`config.mk`:
```
export PLATFORM = sky130hd
export DESIGN_NAME = mem_arbiter
export DESIGN_NICKNAME = d
export VERILOG_FILES = /design/src/rtl/mem_arbiter.sv
export SDC_FILE = /design/constraint.sdc
export NUM_CORES = 1
export LEC_CHECK = 0
export ABC_AREA = 1
export CAP_MARGIN = 15
export CELL_PAD_IN_SITES_DETAIL_PLACEMENT = 0
export CELL_PAD_IN_SITES_GLOBAL_PLACEMENT = 2
export CORE_MARGIN = 10
export CORE_UTILIZATION = 21
export DETAILED_ROUTE_END_ITERATION = 6
export PLACE_DENSITY = 0.94
export SYNTH_ARGS = -nofsm -noshare
export SYNTH_HDL_FRONTEND = slang
export SYNTH_SLANG_ARGS = --single-unit
```
`constraint.sdc`:
```
create_clock -name i_clk -period 1.75 [get_ports i_clk]
set_input_delay 0.4375 -clock i_clk [delete_from_list [all_inputs] [get_ports i_clk]]
set_output_delay 0.4375 -clock i_clk [all_outputs]
set_load 0.005 [all_outputs]
```
`src/rtl/mem_arbiter.sv`:
```
// N-port pipelined memory arbiter.
//
// Picks one requester per cycle (round-robin or fixed priority) and issues
// its command to a single fixed-latency memory. Reads are tagged with the
// issuing port and returned in order.
//
// Ports:
//   i_clk, i_rst          clock, synchronous active-high reset
//   i_req/i_we            per-port request and write enable
//   i_addr/i_wdata        flattened per-port address / write data
//   o_gnt                 one-hot grant pulse (command accepted)
//   o_rvalid/o_rdata      one-hot read-return pulse and its data
//   i_mem_ready           memory accepts a command this cycle
//   mem_en/mem_we         command valid / write strobe to memory
//   mem_addr/mem_wdata    command address / write data
//   i_mem_rdata           read data, MEM_LATENCY cycles after mem_en
module mem_arbiter #(
  parameter int unsigned NUM_PORTS   = 2,
  parameter int unsigned ADDR_W      = 32,
  parameter int unsigned DATA_W      = 32,
  parameter int unsigned MEM_LATENCY = 1,
  parameter int unsigned ARB_MODE    = 0
) (
  input  logic                        i_clk,
  input  logic                        i_rst,
  input  logic [NUM_PORTS-1:0]        i_req,
  input  logic [NUM_PORTS-1:0]        i_we,
  input  logic [NUM_PORTS*ADDR_W-1:0] i_addr,
  input  logic [NUM_PORTS*DATA_W-1:0] i_wdata,
  output logic [NUM_PORTS-1:0]        o_gnt,
  output logic [NUM_PORTS-1:0]        o_rvalid,
  output logic [DATA_W-1:0]           o_rdata,
  input  logic                        i_mem_ready,
  output logic                        mem_en,
  output logic                        mem_we,
  output logic [ADDR_W-1:0]           mem_addr,
  output logic [DATA_W-1:0]           mem_wdata,
  input  logic [DATA_W-1:0]           i_mem_rdata
);

  localparam int unsigned IdxW = (NUM_PORTS > 1) ? $clog2(NUM_PORTS) : 1;

  typedef logic [IdxW-1:0] idx_t;

  // One stage of the read-return tag pipeline.
  typedef struct packed {
    logic vld;
    idx_t port;
  } tag_t;

  logic [ADDR_W-1:0] addr_arr  [NUM_PORTS];
  logic [DATA_W-1:0] wdata_arr [NUM_PORTS];

  for (genvar p = 0; p < NUM_PORTS; p++) begin : g_unpack
    assign addr_arr[p]  = i_addr[p*ADDR_W +: ADDR_W];
    assign wdata_arr[p] = i_wdata[p*DATA_W +: DATA_W];
  end

  idx_t                 ptr_q, ptr_d;
  idx_t                 cmd_port_q, cmd_port_d;
  logic [NUM_PORTS-1:0] gnt_q, gnt_d;
  logic [NUM_PORTS-1:0] rvalid_q, rvalid_d;
  logic [DATA_W-1:0]    rdata_q, rdata_d;
  logic                 mem_en_q, mem_en_d;
  logic                 mem_we_q, mem_we_d;
  logic [ADDR_W-1:0]    mem_addr_q, mem_addr_d;
  logic [DATA_W-1:0]    mem_wdata_q, mem_wdata_d;
  tag_t                 tag_q [MEM_LATENCY];
  tag_t                 tag_d [MEM_LATENCY];

  logic win_vld;
  idx_t win_idx;
  idx_t cand;

  // Winner selection. Loops run from lowest to highest priority so the last
  // hit (highest priority) is what sticks.
  always_comb begin
    win_vld = 1'b0;
    win_idx = '0;
    cand    = '0;
    if (i_mem_ready) begin
      if (ARB_MODE == 1) begin
        for (int i = int'(NUM_PORTS) - 1; i >= 0; i--) begin
          if (i_req[idx_t'(i)]) begin
            win_vld = 1'b1;
            win_idx = idx_t'(i);
          end
        end
      end else begin
        for (int i = int'(NUM_PORTS); i >= 1; i--) begin
          cand = idx_t'((32'(ptr_q) + 32'(i)) % NUM_PORTS);
          if (i_req[cand]) begin
            win_vld = 1'b1;
            win_idx = cand;
          end
        end
      end
    end
  end

  always_comb begin
    gnt_d       = '0;
    mem_en_d    = 1'b0;
    mem_we_d    = 1'b0;
    mem_addr_d  = mem_addr_q;
    mem_wdata_d = mem_wdata_q;
    cmd_port_d  = cmd_port_q;
    ptr_d       = ptr_q;

    if (win_vld) begin
      gnt_d[win_idx] = 1'b1;
      mem_en_d       = 1'b1;
      mem_we_d       = i_we[win_idx];
      mem_addr_d     = addr_arr[win_idx];
      mem_wdata_d    = wdata_arr[win_idx];
      cmd_port_d     = win_idx;
      if (ARB_MODE == 0) begin
        ptr_d = win_idx;
      end
    end

    // The command on the bus this cycle enters the tag pipeline; it emerges
    // in the cycle its read data is on i_mem_rdata.
    tag_d[0].vld  = mem_en_q & ~mem_we_q;
    tag_d[0].port = cmd_port_q;
    for (int i = 1; i < int'(MEM_LATENCY); i++) begin
      tag_d[i] = tag_q[i-1];
    end

    rvalid_d = '0;
    rdata_d  = rdata_q;
    if (tag_q[MEM_LATENCY-1].vld) begin
      rvalid_d[tag_q[MEM_LATENCY-1].port] = 1'b1;
      rdata_d                             = i_mem_rdata;
    end
  end

  always_ff @(posedge i_clk) begin
    if (i_rst) begin
      ptr_q       <= idx_t'(NUM_PORTS - 1);
      cmd_port_q  <= '0;
      gnt_q       <= '0;
      rvalid_q    <= '0;
      rdata_q     <= '0;
      mem_en_q    <= 1'b0;
      mem_we_q    <= 1'b0;
      mem_addr_q  <= '0;
      mem_wdata_q <= '0;
      for (int i = 0; i < int'(MEM_LATENCY); i++) begin
        tag_q[i] <= '0;
      end
    end else begin
      ptr_q       <= ptr_d;
      cmd_port_q  <= cmd_port_d;
      gnt_q       <= gnt_d;
      rvalid_q    <= rvalid_d;
      rdata_q     <= rdata_d;
      mem_en_q    <= mem_en_d;
      mem_we_q    <= mem_we_d;
      mem_addr_q  <= mem_addr_d;
      mem_wdata_q <= mem_wdata_d;
      for (int i = 0; i < int'(MEM_LATENCY); i++) begin
        tag_q[i] <= tag_d[i];
      end
    end
  end

  assign o_gnt     = gnt_q;
  assign o_rvalid  = rvalid_q;
  assign o_rdata   = rdata_q;
  assign mem_en    = mem_en_q;
  assign mem_we    = mem_we_q;
  assign mem_addr  = mem_addr_q;
  assign mem_wdata = mem_wdata_q;

endmodule

```
* Word level (Yosys, flattened, before mapping)
Memories as Yosys holds them, arrays and structs flattened.
Cells that the tools add are included.
** Cells by class
- Add/subtract/negate cells :: 2
- $lt $le $gt $ge :: 7
- Muxes and demuxes :: 28
- Bitwise operators :: 5
- Reductions and logical operators :: 5
** Operator list (number)
- two-way mux 32 bit :: 6
- two-way mux 1 bit :: 19
- less-than comparator 1 x 2 -> 1 bit (second input constant) :: 4
- OR reduction 2 bit :: 3
- inverter 1 bit :: 3
- adder 1 bit (second input constant) :: 2
- demux 1 bit (select 1 bit) :: 2
- greater-or-equal comparator 1 bit (second input constant) :: 2
- greater-or-equal comparator 2 bit (second input constant) :: 1
- logical AND 1 bit :: 2
- two-way mux 2 bit :: 1
- inverter 1 -> 2 bit :: 1
- AND 1 bit :: 1
** Word-level totals
- Flip-flop bits (word level) :: 104
- Memory bits (writable) :: 2
- Input bits :: 167
- Output and inout port bits :: 102
- Logic and storage cells :: 57
- Memories kept :: 1
** Memory list
- tag_q :: depth 1, width 2, rd ports 1, clocked after Yosys merged registers in 0, wr ports 1, line 68 : tag_t tag_q [MEM_LATENCY];

* Longest topological paths before layout
- Depth after elaboration :: 10
- Gate-level depth with buffers :: 7
- Mapped depth without buffers :: 5

* Worst setup path before layout
Ideal clock, no wire load.
- Kind :: input-to-reg
- Start :: input port i_req[0]
- End :: register gnt_q[0] (netlist: o_gnt[0])
- Library setup time :: 132 ps
- Arrival time :: 1057 ps
- Required time :: 1618 ps
- Slack :: 561 ps
- Cell stages on the path :: 5
- Path through :: nand2_1 nand3_2 buf_4 buf_4 nor3b_1
** Between the ends
- Longest elaborated chain between the ends :: 9
** Ends and longest elaborated chain
- start, declared :: line 26 : input logic [NUM_PORTS-1:0] i_req,
- two-way mux 1 bit (implied by the code) (2 in a row) :: line 92 : if (i_req[cand]) begin
- two-way mux 1 bit (2 in a row) :: line 92
- two-way mux 1 bit :: line 81 : if (i_mem_ready) begin
- less-than comparator 1 x 2 -> 1 bit (implied by the code) or greater-or-equal comparator 1 bit (tied branches) :: line 111 : gnt_d[win_idx] = 1'b1;
- logical AND 1 bit (implied by the code) :: line 111
- two-way mux 1 bit (implied by the code) :: line 111
- demux 1 bit (select 1 bit) :: line 111
- end signal, assigned :: line 155 : gnt_q <= gnt_d;
- end, declared :: line 61 : logic [NUM_PORTS-1:0] gnt_q, gnt_d;
Several ways; a longest one is shown, not always the timed one. The select of a mux whose other input is x is not followed.
A chain may end at the register's enable or synchronous reset.

* Worst setup path after layout
- Start :: register rdata_q[0] (netlist: o_rdata[0])
- End :: output port o_rdata[0]
** RTL lines
- start, declared :: line 63 : logic [DATA_W-1:0] rdata_q, rdata_d;
- start signal, assigned :: line 157 : rdata_q <= rdata_d;
- end, declared :: line 32 : output logic [DATA_W-1:0] o_rdata,
No word-level cell between the ends.

==> reports/metrics.cfg <==
[pwr]
power_leakage_nw = 3.81
power_density_mw_per_mm2 = 761
irDropWorstVdd_mv = 0.553

[logic_synthesis]
yosysUniqueCellTypes = 17
yosys_register_bits = 106
yosysSeqAreaShare_pct = 43.5
syn_inst = 661
netlist_area_mm2 = 0.00488
syn_nets = 828
ys_warn_count = 0
synth_area_per_cell_um2 = 7.39

[global_route]
track_usage_pct = 12.2
grt_pass1_wl_um = 28500
antenna_found_initial = 0
grt_pass1_vias = 4943
overflow = 0
grt_max_degree = 49

[setup_path]
cpLargestDelayFamily = buffers and inverters
worstPathMaxFanout = 2
cp-start-kind = register
cp_num_cells = 1
arrival_ns = 1.25
crit_buf_inv = 1
critPathMaxStageDelay_ns = 0.53
worstSetupPathType = register to output port
cp_cell_sequence = clkdlybuf4s50_1
worst_path_max_delay_cell = clkdlybuf4s50_1
worst-endpoint-required_ns = 1.31
cp-end-kind = output port
r2r_cells = 6

[sta]
worstMarginPinSlew_ns = 0.526
rsz0062_at_grt = no
worst_hold_slack_ns = 0.418
max_freq_mhz = 594
fin_crit_ns = 1.68
skew_ns = 0.00670
setup_viol = 0
slew_violations = 0
timing.final.crit_share_pct = 96.2
slew_headroom_pct = 64.5
finalHoldViolCount = 0

[layout]
multi_input_area_mm2 = 0.00227
register_area_mm2 = 0.00212
final_common_cell = clkdlybuf4s50_1
drive_gt1_share_pct = 5.32
layout_common_cells = clkdlybuf4s50_1, nand2_1, dfxtp_1
final_nets = 1083
fillers = 2391
utilization_pct = 36.7
area_growth_pct = 71.3

[floorplanning]
coreArea_mm2 = 0.0228
num_io_pins = 269
fp.dieW_um = 172
initial_utilization_pct = 21.4
die_area_mm2 = 0.0297
rows = 55
die_y_um = 172

[clocking]
cts-resized-gates = 0
clkTransAtPathRegs_ns = 0.08
cts_sinks = 106
cts_buffers = 9
clock_latency_ns = 0.36
cts_tree = yes
cts_root_buffer = clkbuf_16
postCtsHoldBufs = 0
postCtsSetupRepairBufs = 0
cts_max_level = 3
clock_path_buffers = 2

[route]
dr.pass1.iters = 4
drc = 0
route.final.wire_length_um = 18800
drt_iter0_drc = 152
vias = 5026
ant_nets = 0
viasPerCell = 4.07
wl_per_cell_um = 15.2

[flow_run]
drv_cap = 0

[outcome]
status = completed

[min_path]
min_path_cells = 2
hold_class = register to register

[placed_design]
dp_hpwl_um = 14400
place_congestion = 0.760
io_buffers = 268

==> path summary, 6_finish.rpt <==
path	from	to	slack, ns
setup / recovery	o_rdata[0]	o_rdata[0]	0.07
hold / removal	cmd_port_q	tag_q[0][0]	0.42
setup reg to reg	ptr_q	mem_addr[12]	0.57
hold reg to reg	cmd_port_q	tag_q[0][0]	0.42
==> flip-flops by register name, indices dropped and copies added, names as in the netlist <==
name	flops
tag_q	2
cmd_port_q	1
mem_addr	32
o_rdata	32
mem_wdata	32
o_gnt	2
mem_en	1
ptr_q	1
mem_we	1
o_rvalid	2
==> through the flow <==
stage	cells	cell area [um^2]	power, mW	TNS (ns)	setup slack (ns)
2_1_floorplan	661	4880	3.22	0	0.561
4_1_cts	1234	8360	6.51	0	0.00108
6_report	1235	8360	6.37	0	0.0670
3_3_place_gp	1218	8010	4.11	-0.233	-0.0494
5_1_grt	1234	8360	6.75	0	0.00196
3_5_place_dp	1218	8010	4.12	-0.596	-0.0476
==> Yosys cell counts <==
master	instances	area (um^2)
o21bai_1	64	480
o21ai_1	1	5.00
clkbuf_1	21	78.8
inv_1	68	255
nor2_1	70	263
nand2_1	134	503
dfxtp_1	106	2120
nor3b_1	1	7.51
nand3_2	1	10.0
nand3b_1	64	480
buf_2	22	110
nand3_1	2	10.0
a21oi_1	64	320
buf_4	8	60.1
nor3_1	1	5.00
o21ai_0	33	165
and3_1	1	6.26
==> kinds of logic (layout without fill, tap and decap cells) <==
family	count (synthesis)	in the layout	share of synthesized area [%]
buffers and inverters	119	379	10.3
AOI/OAI and AO/OA	162	162	19.9
DFF	106	106	43.5
other	0	1	0
and+or+nand+nor	274	274	26.3
==> power breakdown <==
group          switching [mW]  internal (mW)  total [mW]  leakage (nW)
Sequential             0.0822           2.57        2.66         0.874
Clock                    1.03           1.30        2.32         0.164
Combinational           0.541          0.844        1.38          2.77
==> layer usage <==
metal | part of all wire [%] | global-route usage, %
met5 | 0 | 0
met4 | 0.71 | 2.74
met3 | 10 | 5.29
met2 | 46 | 20.3
met1 | 42 | 14.3
==> final cells by class <==
type	instances	share of cell area [%]
sequential	106	25.4
multi-input combinational	436	27.1
timing repair buffer	295	35.6
clock inverter	7	1.44
antenna	1	0.0299
clock buffer	9	2.69
tap	313	4.68
inverter	68	3.05
No activity file was read; power rests on OpenSTA's default activity.
